### src/rtl/aes_shiftrows_byte_buffer_pkg.sv
// Shared types and the ShiftRows source-index helper for the byte-serial AES datapath.
package aes_pkg;
  localparam int AES_STATE_BYTES = 16;

  typedef logic [7:0] aes_byte_t;
  typedef logic [3:0] aes_idx_t;

  // Output position k = {col, row} reads from {(col +/- row) mod 4, row}; 2-bit wrap is the mod 4.
  function automatic aes_idx_t shiftrows_src(aes_idx_t k, bit inv);
    logic [1:0] row;
    logic [1:0] col;
    logic [1:0] src_col;
    row     = k[1:0];
    col     = k[3:2];
    src_col = inv ? (col - row) : (col + row);
    return {src_col, row};
  endfunction
endpackage

### src/rtl/aes_shiftrows_byte_buffer_if.sv
// Byte-stream handshake bundle between the ShiftRows buffer and its producer/consumer.
interface aes_shiftrows_byte_buffer_if;
  import aes_pkg::*;

  logic      shift_en;
  logic      in_valid;
  logic      in_ready;
  aes_byte_t in_data;
  logic      out_valid;
  logic      out_ready;
  aes_byte_t out_data;
  aes_idx_t  out_idx;
  logic      out_last;

  modport master (
    output shift_en, in_valid, in_data, out_ready,
    input  in_ready, out_valid, out_data, out_idx, out_last
  );

  modport slave (
    input  shift_en, in_valid, in_data, out_ready,
    output in_ready, out_valid, out_data, out_idx, out_last
  );
endinterface

### src/rtl/aes_shiftrows_byte_buffer_bank.sv
// One AES state held as a 16x8 register file: synchronous write, combinational read.
module aes_state_bank
  import aes_pkg::*;
(
  input  logic      clk,
  input  logic      we,
  input  aes_idx_t  waddr,
  input  aes_byte_t wdata,
  input  aes_idx_t  raddr,
  output aes_byte_t rdata
);
  aes_byte_t mem [AES_STATE_BYTES];

  always_ff @(posedge clk) begin
    if (we) begin
      mem[waddr] <= wdata;
    end
  end

  assign rdata = mem[raddr];
endmodule

### src/rtl/aes_shiftrows_byte_buffer.sv
// Ping-pong byte buffer applying ShiftRows (or InvShiftRows) to column-major AES states.
module aes_shiftrows_byte_buffer
  import aes_pkg::*;
#(
  parameter int DATA_W    = 8,
  parameter int NUM_BYTES = AES_STATE_BYTES,
  parameter bit INVERSE   = 1'b0
) (
  input logic                          clk,
  input logic                          rst_n,
  input logic                          flush,
  aes_shiftrows_byte_buffer_if.slave   bus
);
  localparam aes_idx_t LAST_IDX = aes_idx_t'(NUM_BYTES - 1);

  logic       wr_bank_reg, wr_bank_next;
  logic       rd_bank_reg, rd_bank_next;
  aes_idx_t   wr_idx_reg,  wr_idx_next;
  aes_idx_t   rd_idx_reg,  rd_idx_next;
  logic [1:0] full_reg,    full_next;
  logic [1:0] mode_reg,    mode_next;

  logic              in_ready;
  logic              out_valid;
  logic              wr_fire;
  logic              rd_fire;
  aes_idx_t          src_idx;
  aes_byte_t         bank_rdata [2];
  logic [DATA_W-1:0] out_byte;

  assign in_ready  = ~full_reg[wr_bank_reg];
  assign out_valid = full_reg[rd_bank_reg];
  // Bank writes are suppressed during reset and flush so a clear never leaves a stray byte.
  assign wr_fire   = bus.in_valid & in_ready & ~flush & rst_n;
  assign rd_fire   = out_valid & bus.out_ready & ~flush & rst_n;
  assign src_idx   = mode_reg[rd_bank_reg] ? shiftrows_src(rd_idx_reg, INVERSE) : rd_idx_reg;

  for (genvar gi = 0; gi < 2; gi++) begin : g_bank
    aes_state_bank u_bank (
      .clk   (clk),
      .we    (wr_fire & (wr_bank_reg == 1'(gi))),
      .waddr (wr_idx_reg),
      .wdata (bus.in_data),
      .raddr (src_idx),
      .rdata (bank_rdata[gi])
    );
  end

  always_comb begin
    wr_bank_next = wr_bank_reg;
    rd_bank_next = rd_bank_reg;
    wr_idx_next  = wr_idx_reg;
    rd_idx_next  = rd_idx_reg;
    full_next    = full_reg;
    mode_next    = mode_reg;
    if (flush) begin
      wr_bank_next = 1'b0;
      rd_bank_next = 1'b0;
      wr_idx_next  = '0;
      rd_idx_next  = '0;
      full_next    = '0;
      mode_next    = '0;
    end else begin
      if (wr_fire) begin
        if (wr_idx_reg == '0) begin
          mode_next[wr_bank_reg] = bus.shift_en;
        end
        if (wr_idx_reg == LAST_IDX) begin
          wr_idx_next            = '0;
          full_next[wr_bank_reg] = 1'b1;
          wr_bank_next           = ~wr_bank_reg;
        end else begin
          wr_idx_next = wr_idx_reg + 4'd1;
        end
      end
      // The read bank is always full and the write bank never is, so these never collide.
      if (rd_fire) begin
        if (rd_idx_reg == LAST_IDX) begin
          rd_idx_next            = '0;
          full_next[rd_bank_reg] = 1'b0;
          rd_bank_next           = ~rd_bank_reg;
        end else begin
          rd_idx_next = rd_idx_reg + 4'd1;
        end
      end
    end
  end

  always_ff @(posedge clk) begin
    if (!rst_n) begin
      wr_bank_reg <= 1'b0;
      rd_bank_reg <= 1'b0;
      wr_idx_reg  <= '0;
      rd_idx_reg  <= '0;
      full_reg    <= '0;
      mode_reg    <= '0;
    end else begin
      wr_bank_reg <= wr_bank_next;
      rd_bank_reg <= rd_bank_next;
      wr_idx_reg  <= wr_idx_next;
      rd_idx_reg  <= rd_idx_next;
      full_reg    <= full_next;
      mode_reg    <= mode_next;
    end
  end

  assign out_byte      = out_valid ? bank_rdata[rd_bank_reg] : '0;
  assign bus.out_data  = out_byte;
  assign bus.in_ready  = in_ready;
  assign bus.out_valid = out_valid;
  assign bus.out_idx   = rd_idx_reg;
  assign bus.out_last  = out_valid & (rd_idx_reg == LAST_IDX);
endmodule

### src/flat_wrapper.sv
// flat-port wrapper written by rule: the top's interface ports become plain ports
module aes_shiftrows_byte_buffer_flat import aes_pkg::*;
#(
  parameter int DATA_W    = 8,
  parameter int NUM_BYTES = AES_STATE_BYTES,
  parameter bit INVERSE   = 1'b0
)
  (clk, rst_n, flush, bus_shift_en, bus_in_valid, bus_in_data, bus_out_ready, bus_in_ready, bus_out_valid, bus_out_data, bus_out_idx, bus_out_last);
  aes_shiftrows_byte_buffer_if bus_i ();
  input logic clk;
  input logic rst_n;
  input logic flush;
  input wire logic [$bits(bus_i.shift_en)-1:0] bus_shift_en;
  input wire logic [$bits(bus_i.in_valid)-1:0] bus_in_valid;
  input wire logic [$bits(bus_i.in_data)-1:0] bus_in_data;
  input wire logic [$bits(bus_i.out_ready)-1:0] bus_out_ready;
  output wire logic [$bits(bus_i.in_ready)-1:0] bus_in_ready;
  output wire logic [$bits(bus_i.out_valid)-1:0] bus_out_valid;
  output wire logic [$bits(bus_i.out_data)-1:0] bus_out_data;
  output wire logic [$bits(bus_i.out_idx)-1:0] bus_out_idx;
  output wire logic [$bits(bus_i.out_last)-1:0] bus_out_last;
  assign bus_i.shift_en = bus_shift_en;
  assign bus_i.in_valid = bus_in_valid;
  assign bus_i.in_data = bus_in_data;
  assign bus_i.out_ready = bus_out_ready;
  assign bus_in_ready = bus_i.in_ready;
  assign bus_out_valid = bus_i.out_valid;
  assign bus_out_data = bus_i.out_data;
  assign bus_out_idx = bus_i.out_idx;
  assign bus_out_last = bus_i.out_last;
  aes_shiftrows_byte_buffer #(.DATA_W(DATA_W), .NUM_BYTES(NUM_BYTES), .INVERSE(INVERSE)) u_core (.clk(clk), .rst_n(rst_n), .flush(flush), .bus(bus_i));
endmodule
### config.mk
export PLATFORM = sky130hd
export DESIGN_NAME = aes_shiftrows_byte_buffer_flat
export DESIGN_NICKNAME = d
export VERILOG_FILES = /design/src/rtl/aes_shiftrows_byte_buffer_pkg.sv /design/src/rtl/aes_shiftrows_byte_buffer_if.sv /design/src/rtl/aes_shiftrows_byte_buffer_bank.sv /design/src/rtl/aes_shiftrows_byte_buffer.sv /design/src/flat_wrapper.sv
export SDC_FILE = /design/constraint.sdc
export NUM_CORES = 1
export LEC_CHECK = 0
export ABC_CLOCK_PERIOD_IN_PS = 3400
export CORE_UTILIZATION = 65
export CTS_BUF_LIST = sky130_fd_sc_hd__clkbuf_4
export DETAILED_ROUTE_END_ITERATION = 7
export PLACE_DENSITY = 0.92
export SYNTH_ARGS = -nofsm -noshare
export SYNTH_HDL_FRONTEND = slang
export SYNTH_SLANG_ARGS = --single-unit
### constraint.sdc
create_clock -name clk -period 3.4 [get_ports clk]
set_input_delay 0.34 -clock clk [delete_from_list [all_inputs] [get_ports clk]]
set_output_delay 0.34 -clock clk [all_outputs]
set_load 0.005 [all_outputs]
-- After elaboration in Yosys (flattened, before gate mapping)
Memories as Yosys holds them, arrays and structs flattened.
Cells that the tools add are included.
- register bits: 14
- memory bits (writable): 256
- bits of input ports: 14
- output and inout bits: 15
- logic and storage cells: 70
- memories: 2
- memory list (memory ; words ; bits a word ; rd ports ; clocked after memory_dff ; write ports ; line ; RTL):
    u_core.g_bank[0].u_bank.mem ; 16 ; 8 ; 1 ; 0 ; 1 ; aes_shiftrows_byte_buffer_bank.sv:12 ; aes_byte_t mem [AES_STATE_BYTES];
    u_core.g_bank[1].u_bank.mem ; 16 ; 8 ; 1 ; 0 ; 1 ; aes_shiftrows_byte_buffer_bank.sv:12 ;
- $add $sub $neg: 3
- magnitude comparators: 5
- equal/unequal tests: 2
- muxes and demuxes: 27
- bitwise operators: 18
- reduce and logical (&&, ||, !) cells: 7
- operators by type and width (kind ; count):
    two-way mux 8 bit ; 4
    two-way mux 1 bit ; 12
    two-way mux 4 bit ; 3
    two-way mux 2 bit ; 5
    bitwise AND 1 bit ; 9
    adder 4 x 1 -> 4 bit, second input constant ; 2
    == test 4 bit, second input constant ; 2
    AND reduction 2 bit ; 3
    inverter 1 bit ; 5
    logical NOT 4 bit ; 1
    less-than comparator 1 x 2 -> 1 bit, second input constant ; 2
    adder 2 bit ; 1
    bitwise AND 2 bit ; 1
    bitwise mux 2 bit ; 1
    demux 1 bit (select 1 bit) ; 2
    greater-or-equal comparator 1 bit, second input constant ; 2
    greater-or-equal comparator 2 bit, second input constant ; 1
    logical AND 1 bit ; 2
    inverter 1 -> 2 bit ; 1
    inverter 2 bit ; 1
    OR 2 bit ; 1
    OR reduction 2 bit ; 1

-- Longest topological paths before layout
- depth in word-level cells: 11
- depth in mapped cells: 7
- depth with buffers taken out: 6

-- Cells and area by module
Synthesis repeated with hierarchy kept, for this count alone.
- cell total of the unflattened synthesis: 551
- area total of the unflattened synthesis: 10908.0 um^2
- by module, submodules not included (module ; times used ; cells each ; area an instance (um^2) ; seq. area each (um^2)):
    aes_state_bank ; 2 ; 221 ; 4987.3 ; 3843.7
    aes_shiftrows_byte_buffer ; 1 ; 109 ; 933.4 ; 280.3

-- Least setup slack after synthesis
Ideal clock, no wire load.
- path kind: reg2out
- from: register u_core.rd_bank_reg
- to: output port bus_out_data[4]
- arrival time: 2.074 ns
- setup slack: 0.986 ns
- cell stages (with the launch flop): 6
- path buffers: 1
- cells stage by stage: dfxtp_1 mux2i_2 mux2i_2 buf_6 mux4_2 o2111a_1
- word-level cells in the longest chain between the ends: 8
- elaborated cells between the ends (all ways): 12
- those cells by class: mux (9); bitwise (1); memory (2)
- RTL lines (what ; line ; RTL):
    from (decl) ; aes_shiftrows_byte_buffer.sv:17 ; logic rd_bank_reg, rd_bank_next;
    from (signal assigned) ; aes_shiftrows_byte_buffer.sv:99 ; rd_bank_reg <= rd_bank_next;
    two-way mux 1 bit (not written as such) (2 in series) ; aes_shiftrows_byte_buffer.sv:36 ; assign src_idx = mode_reg[rd_bank_reg] ? shiftrows_src(rd_idx_reg, INVERSE) : rd_idx_reg;
    two-way mux 4 bit ; aes_shiftrows_byte_buffer.sv:36 ;
    memory (16 x 8 bit) ; n/a ;
    two-way mux 8 bit (not written as such) (3 in series) ; aes_shiftrows_byte_buffer.sv:107 ; assign out_byte = out_valid ? bank_rdata[rd_bank_reg] : '0;
    two-way mux 8 bit (*) ; aes_shiftrows_byte_buffer.sv:107 ;
    to (decl) ; flat_wrapper.sv:19 ; output wire logic [$bits(bus_i.out_data)-1:0] bus_out_data;
Mark *: on every way between the ends. The rest lies on a longest branch, timed or not. The select of a mux whose other input is x is not followed.

-- Worst setup path after layout
- from: register u_core.rd_idx_reg[0], in the netlist u_core.bus.out_idx[0]
- to: output port bus_out_data[6]
- word-level cells in the longest chain between the ends: 7
- elaborated cells between the ends (all ways): 8
- those cells by class: add/sub (1); mux (5); memory (2)
- RTL lines (what ; line ; RTL):
    from (decl) ; aes_shiftrows_byte_buffer.sv:19 ; aes_idx_t rd_idx_reg, rd_idx_next;
    from (signal assigned) ; aes_shiftrows_byte_buffer.sv:101 ; rd_idx_reg <= rd_idx_next;
    adder 2 bit ; aes_shiftrows_byte_buffer_pkg.sv:15 ; src_col = inv ? (col - row) : (col + row);
    two-way mux 4 bit (*) ; aes_shiftrows_byte_buffer.sv:36 ;
    memory (16 x 8 bit) ; n/a ;
    two-way mux 8 bit (not written as such) (*) (3 in series) ; aes_shiftrows_byte_buffer.sv:107 ;
    two-way mux 8 bit (*) ; aes_shiftrows_byte_buffer.sv:107 ;
Marks and branches as above.

==> impl_metrics.ini <==
[detailed_routing]
routedWlPerCell_um = 29.43
first_pass_iters = 6
num_vias = 6133
drt-initial-drc-count = 1038
via_per_inst = 6.747
wl_um = 26750
detail-route-antenna-nets = 0
route.detailed.drc = 0

[pwr]
p_seq_frac = 0.579
power_frac_comb = 0.016
vdd_ir_drop_max_mv = 0.4276
p_sw_mw = 1.349
leakage_nw = 4.020
p_per_area_nw_per_um2 = 507.8
clkPwrFrac = 0.405
intPower_mw = 4.942
switching_share = 0.2144

[clock_tree]
worstSkewPairLatency_ps = 700
cts_buffers = 61
cts_tree = built
clockBufferDepth = 3
numClockSinks = 270
clock-root-buffer = clkbuf_4
clk_pin_slew_ps = 80
htreeDepth = 2

[layout]
nFillCells = 808
final_util = 0.7742
area_growth_pct = 15.45
largest_register_ffs = 256
regArea_um2 = 7978
multi_input_area_um2 = 2630
fin_cells = 909
layout.nets = 663
layout-drive-gt1-share = 0.3107

[logic_synthesis]
synth_most_common_cell = edfxtp_1
syn-num-nets = 563
syn_inst = 543
yosysTopAreaCell = edfxtp_1
post_synth_instance_area_um2 = 10730
synth_edf_count = 256
ys_types = 33
netlist.area_leader.share = 0.7164
ys.flop_type = edfxtp_1
yosys_warnings = 0
avgSynthCellArea_um2 = 19.76
yosysSeqAreaShare = 0.7425
synth_area_leaders = edfxtp_1 72%, mux4_2 14%, dfxtp_1 2.6%, nand2_1 1.6%, and3_1 1.1%
synth-seq-cells = 270
synth_common_cells = 256 x edfxtp_1, 68 x mux4_2, 46 x nand2_1
async_flop_share = 0

[timing]
post-route-period-util = 0.9937
tightest_slew_ps = 1295
final_hold_viol_count = 0
relSlewSlack = 0.1339
period_minus_slack_ps = 3379
skew_ps = 46.48
max_freq_ghz = 0.2960
slew_viol_final = 0
setup_viol = 0

[global_route]
grt_max_degree = 33
grt_pass1_vias = 6406
antenna_found_initial = 1
track_usage = 0.3372
grt-ovfl-total = 0
grt_pass1_wl_um = 39310

[floorplan]
die-area_um2 = 17030
die_w_um = 130.5
dieHeight_um = 130.5
io_pins = 29
coreArea_um2 = 16000
rows = 46
start_util = 0.6706

[place]
place.gp.congestion = 0.8670
hpwl_um = 14720
numPortBuffers = 28
dp.cells = 785

[worst_setup_path]
critical_path_peak_fanout = 11
worstPathRequired_ps = 3060
critPathKind = register to primary output
end_kind = primary output
reg2reg_slack_ps = 1080
crit_arrival_ps = 3040
start_kind = register

[run]
cap_viol_max_count = 0

[hold_path]
hp-class = input pin to register

[run_status]
status = complete, no violations
==> power by group through the flow <==
stage	clock network (mW)	logic, mW	registers [mW]
2_1_floorplan	0	0.0176	3.71
3_3_place_gp	0	0.0884	3.71
3_5_place_dp	0	0.0973	3.71
4_1_cts	2.53	0.0996	3.64
5_1_grt	2.71	0.107	3.64
6_report	2.55	0.103	3.64
==> worst paths after layout <==
check	start	end	depth (start not counted)
max	u_core.bus.out_idx[0]$_SDFFE_PP0P_	bus_out_data[6]	5
min	bus_shift_en	u_core.mode_reg[0]$_SDFFE_PP0P_	3
max reg2reg	u_core.wr_bank_reg$_SDFFE_PP0P_	u_core.g_bank[1].u_bank.mem[5][0]$_DFFE_PP_	4
min reg2reg	u_core.wr_idx_reg[1]$_SDFFE_PP0N_	u_core.wr_idx_reg[1]$_SDFFE_PP0N_	2
==> timing repair <==
action,in CTS,in global routing
setup endpoints to repair,9,8
setup buffers,6,0
gates cloned,4,1
gates resized for setup,27,3
hold endpoints to repair,0,0
pin swaps,0,1
hold buffers,0,0
==> final cells by class <==
| class | instances | share of cell area |
|---|---|---|
| antenna | 1 | 0.0002020 |
| inverter | 5 | 0.001515 |
| tap | 216 | 0.02182 |
| multi-input combinational | 242 | 0.2123 |
| timing repair buffer | 63 | 0.05707 |
| sequential | 270 | 0.6440 |
| clock buffer | 96 | 0.05818 |
| clock inverter | 16 | 0.004949 |
==> cells in the final DEF, fill, tap and decap left out, drive strengths merged <==
| cell type | netlist | layout |
|---|---|---|
| nand3 | 22 | 22 |
| or3 | 2 | 2 |
| o21ai | 5 | 5 |
| mux2i | 5 | 5 |
| xor2 | 2 | 2 |
| clkdlybuf4s50 | 0 | 20 |
| edfxtp | 256 | 256 |
| buf | 15 | 32 |
| diode | 0 | 1 |
| inv | 5 | 6 |
| or4 | 1 | 1 |
| and3 | 19 | 19 |
| and2 | 2 | 2 |
| nor2b | 3 | 3 |
| a31oi | 2 | 2 |
| clkdlybuf4s15 | 0 | 1 |
| nor4b | 1 | 1 |
| o2111a | 8 | 8 |
| clkbuf | 11 | 97 |
| dfxtp | 14 | 14 |
| nand2 | 46 | 46 |
| mux2 | 2 | 2 |
| dlygate4sd2 | 0 | 7 |
| nor4 | 1 | 1 |
| nand2b | 3 | 3 |
| clkinv | 0 | 15 |
| xnor2 | 2 | 2 |
| a21boi | 1 | 1 |
| nor2 | 20 | 20 |
| mux4 | 72 | 72 |
| a21oi | 9 | 9 |
| nor3 | 8 | 8 |
| ha | 6 | 6 |
| bufbuf | 0 | 2 |
==> per-stage QoR <==
| step | cell area (µm²) | setup slack [ps] | power, mW | setup TNS, ps | hold WS (ps) |
|---|---|---|---|---|---|
| after floorplan | 10730 | 986.2 | 3.731 | 0 | 438.9 |
| after global placement | 11360 | 474.2 | 3.801 | 0 | 494.6 |
| after detailed placement | 11360 | 448.4 | 3.811 | 0 | 521.6 |
| after CTS | 12340 | 50.74 | 6.272 | 0 | 354.4 |
| after global routing | 12390 | -39.66 | 6.450 | -74.22 | 384.4 |
| final | 12390 | 21.33 | 6.290 | 0 | 389.1 |
==> worst max-delay path, cell delays in order (launching register included) <==
cell and delay, ps:
dfxtp_4 510, buf_16 200, mux4_2 540, mux4_2 540
o2111a_1 270, dlygate4sd2_1 270
==> per-layer routing <==
metal	GRT usage	routed length, µm
met5	0	0
met3	0.07207	2924
met2	0.5605	13650
met1	0.4345	9003
met4	0.1548	1177
==> cell families after synthesis <==
logic type,count (synthesis),share of synthesized area
compound gates,25,0.01679
xor+xnor,4,0.003266
fa+ha+maj,6,0.006996
buf+inv,31,0.01376
flops,270,0.7425
mux,79,0.1600
simple gates,128,0.05667
No activity file was read; power rests on OpenSTA's default activity.
